**src/rtl/shift_right_unit.sv**
```systemverilog
// Multi-cycle right shifter: one bit per clock for SRL/SRA, with saturation for
// shift amounts above 31 and pass-through with an illegal flag for unknown codes.
module shift_right_unit #(
    parameter logic [5:0] SRL = 6'b000010,
    parameter logic [5:0] SRA = 6'b000011
) (
    input  logic        clk,
    input  logic        reset,
    input  logic        start,
    input  logic [31:0] in,
    input  logic [31:0] shamt,
    input  logic [5:0]  Signal,
    output logic [31:0] out,
    output logic        busy,
    output logic        done,
    output logic        illegal
);

    typedef enum logic [1:0] {IDLE, SHIFT, DONE} state_t;

    state_t      state, state_next;
    logic [31:0] work;
    logic [4:0]  count;
    logic [5:0]  op;
    logic        sign;

    logic        legal_in;
    logic        big_in;
    logic [4:0]  n_in;

    assign legal_in = (Signal == SRL) || (Signal == SRA);
    assign big_in   = |shamt[31:5];
    // Saturated and illegal requests finish without any shift steps.
    assign n_in     = (!legal_in || big_in) ? 5'd0 : shamt[4:0];

    always_ff @(posedge clk or posedge reset) begin
        // NOTE: state registers use non-blocking assignments so every flop
        // samples pre-edge values regardless of block ordering.
        if (reset) state <= IDLE;
        else       state <= state_next;
    end

    always_comb begin
        // NOTE: default first so no path through the case leaves state_next
        // unassigned, which would infer a latch.
        state_next = state;
        case (state)
            IDLE:    if (start) state_next = (n_in == 5'd0) ? DONE : SHIFT;
            SHIFT:   if (count == 5'd1) state_next = DONE;
            DONE:    state_next = IDLE;
            default: state_next = IDLE;
        endcase
    end

    always_ff @(posedge clk or posedge reset) begin
        if (reset) begin
            work  <= '0;
            count <= '0;
            op    <= '0;
            sign  <= 1'b0;
        end else begin
            case (state)
                IDLE: begin
                    if (start) begin
                        op    <= Signal;
                        sign  <= in[31];
                        count <= n_in;
                        if (legal_in && big_in)
                            work <= (Signal == SRA) ? {32{in[31]}} : 32'd0;
                        else
                            work <= in;
                    end
                end
                SHIFT: begin
                    work  <= {(op == SRA) ? sign : 1'b0, work[31:1]};
                    count <= count - 5'd1;
                end
                default: ;
            endcase
        end
    end

    assign out     = work;
    assign busy    = (state != IDLE);
    assign done    = (state == DONE);
    assign illegal = (state == DONE) && (op != SRL) && (op != SRA);

endmodule

```
**config.mk**
```make
export PLATFORM = sky130hd
export DESIGN_NAME = shift_right_unit
export DESIGN_NICKNAME = d
export VERILOG_FILES = /design/src/rtl/shift_right_unit.sv
export SDC_FILE = /design/constraint.sdc
export NUM_CORES = 1
export LEC_CHECK = 0
export ABC_AREA = 0
export CORE_MARGIN = 4
export CORE_UTILIZATION = 43
export DETAILED_ROUTE_END_ITERATION = 6
export PLACE_DENSITY = 0.81
export SKIP_CTS_REPAIR_TIMING = 1
export SLEW_MARGIN = 40
export SYNTH_ARGS = -nofsm -noshare
export SYNTH_HDL_FRONTEND = slang
export SYNTH_SLANG_ARGS = --single-unit
```
**constraint.sdc**
```tcl
create_clock -name clk -period 1.6 [get_ports clk]
set_input_delay 0.32 -clock clk [delete_from_list [all_inputs] [get_ports clk]]
set_output_delay 0.32 -clock clk [all_outputs]
set_load 0.01 [all_outputs]
```
==> results.json <==
{
  "grt_max_degree": 47,
  "cp_top_family": "buffers and inverters",
  "path_buf_inv": 4,
  "dieArea_mm2": 0.00712,
  "synth.distinct_cells": 37,
  "synth_area_per_cell_um2": 9.03,
  "first_pass_iters": 4,
  "grt_pass1_vias": 2506,
  "cts_buffers": 5,
  "synth-seq-cells": 46,
  "crit_type": "in -> reg",
  "grt_pass1_wl_um": 11500,
  "drive_gt1_share_pct": 17.8,
  "final_common_cell": "clkdlybuf4s50_1",
  "syn-cell-area_mm2": 0.00251,
  "antenna_found_initial": 0,
  "rsz0062_at_grt": "true",
  "io_buffers": 107,
  "via_per_inst": 5.43,
  "path_cells": "clkdlybuf4s50_1 > nand2_1 > o21bai_4 > buf_12 > buf_4 > buf_4 > o211ai_1 > nand3_1",
  "grt-busiest-layer": "met2",
  "antenna_cells": 0,
  "min_path_type": "in -> reg",
  "tightest_slew_ns": 0.536,
  "vias": 2585,
  "fin_crit_sh_pct": 99.5,
  "status": "finished clean",
  "max_stage_delay_ns": 0.48,
  "cts_tree": "built",
  "cp_max_fo": 8,
  "cts-root-buf": "clkbuf_8",
  "cellLeakagePower_nw": 1.99,
  "synth_top_flop_cell": "dfrtp_1",
  "grt_use_met2_pct": 33.6,
  "drv_cap": 0,
  "clk_path_buf_depth": 2,
  "initial_core_util_pct": 45.0,
  "design.core.area_mm2": 0.00557,
  "max_freq_mhz": 628,
  "synth_warnings": 0,
  "antenna_left": 0,
  "wl_per_cell_um": 16.6,
  "syn_nets": 353,
  "rows": 27,
  "dpl_cell_area_mm2": 0.00373,
  "dp_hpwl_um": 5100,
  "htreeDepth": 2,
  "area_growth_pct": 63.7,
  "clock_sinks": 46,
  "drc_errors": 0,
  "drt_iter0_markers": 137,
  "finalSetupViolCount": 0,
  "tns_ns": 0,
  "async_reset_ff_share_pct": 100,
  "fin_crit_ns": 1.59,
  "finalNonFillerCells": 476,
  "gr-usage-met1_pct": 23.6,
  "powerDensity_mw_per_mm2": 749,
  "fin_area_mm2": 0.00411,
  "nNetsFinal": 479,
  "post-place-cells": 457,
  "worstSetupEndpointType": "flop",
  "critPathLaunchType": "input pin",
  "gp_congestion": 0.800,
  "grt_overflow": 0,
  "synth_cells": 278,
  "skew_ns": 0.00828,
  "irDropWorstVdd_mv": 0.437,
  "die_y_um": 84.4,
  "pin_count": 108,
  "routed_wl_um": 7900,
  "die_x_um": 84.4,
  "synth-seq-area-share_pct": 45.9,
  "cp_data_arrival_time_ns": 1.76,
  "finalPower_mw": 3.08,
  "clk_pin_slew_ns": 0.08,
  "grt_use_met3_pct": 5.20,
  "clk-insertion-delay-late_ns": 0.30,
  "maxSlewHeadroom_pct": 63.8,
  "hold_violations": 0,
  "critPathSlowestCell": "clkdlybuf4s50_1",
  "most-common-layout-cells": "71 x clkdlybuf4s50_1, 62 x nand2_1, 46 x dfrtp_1",
  "cp.required_ns": 1.77,
  "synth-edff-count": 0,
  "cp_common_cell": "buf_4",
  "gr-usage-all-layers_pct": 19.4,
  "slew_viol_final": 0
}
[power by group]
part           switching (mW)  internal, mW  leakage [nW]  total [mW]
clock                   0.379         0.294        0.0438       0.673
sequential              0.129          1.32         0.536        1.45
combinational           0.400         0.554          1.41       0.954
total                   0.908          2.17          1.99        3.08
[through the flow]
step | hold slack, ns | worst slack, ns | util (%)
6_report | 0.290 | 0.00790 | 73.7
3_3_place_gp | 0.461 | -0.531 | 66.9
3_5_place_dp | 0.464 | -0.611 | 66.9
5_1_grt | 0.312 | -0.106 | 73.7
2_1_floorplan | 0.425 | 0.0574 | -
4_1_cts | 0.406 | -0.333 | 68.3
[worst reg2reg max path, cell delays in order (launching register included)]
cell	delay (ns)
dfrtp_1	0.39
inv_1	0.10
ha_1	0.20
nor4b_1	0.47
o21ai_0	0.16
a21oi_1	0.13
[synth_stat cells (2+ instances only)]
library cell   n  area, um^2
nand2_1       64         240
dfrtp_1       46        1150
o21ai_0       32         160
nand3b_1      31         233
a21oi_1       25         125
a21oi_2       11        96.3
clkbuf_1       9        33.8
nor2_1         7        26.3
buf_6          5        56.3
nand3_1        5        25.0
inv_1          4        15.0
nor4_2         4        50.1
nor2b_1        3        18.8
nor3_1         3        15.0
nor4_1         3        18.8
a22oi_1        2        15.0
buf_2          2        10.0
ha_1           2        25.0
o22ai_1        2        12.5
[flip-flops by register name, indices dropped and copies added (netlist names)]
| register | flops |
|---|---|
| out | 32 |
| op | 6 |
| count | 5 |
| state | 2 |
| sign | 1 |
[logic make-up (layout without fill, tap and decap cells)]
family	after synthesis	count (layout)	synth area share [%]
adder cells (fa/ha/maj)	2	2	0.997
flip-flops	46	46	45.9
AO/OA/AOI/OAI	78	81	19.2
XOR/XNOR	2	2	0.698
AND/OR/NAND/NOR	128	128	27.8
buffers and inverters	22	145	5.48
[worst paths after layout]
path,startpoint,endpoint,slack (ns),cells past startpoint
max,Signal[1],out[31],0.008,8
min,Signal[5],op[5],0.29,3
max reg2reg,count[1],state[1],0.07,5
min reg2reg,op[0],op[0],0.49,2
max in group asynchronous,reset,out[3],0.99,3
min in group asynchronous,reset,out[24],0.39,3
[routing by layer]
metal | routed length, um | vias to the layer above
li1 | - | 1230
met1 | 3080 | 1226
met2 | 4090 | 113
met3 | 571 | 16
met4 | 159 | 0
met5 | 0 | -
[final cells by class]
cell class | instances | area (um^2)
inverter | 4 | 15.0
tap | 72 | 90.1
fill | 419 | 1470
multi-input combinational | 213 | 1320
clock inverter | 2 | 10.0
sequential | 46 | 1150
clock buffer | 5 | 68.8
timing repair buffer | 134 | 1460
No activity file was read; power rests on OpenSTA's default activity.
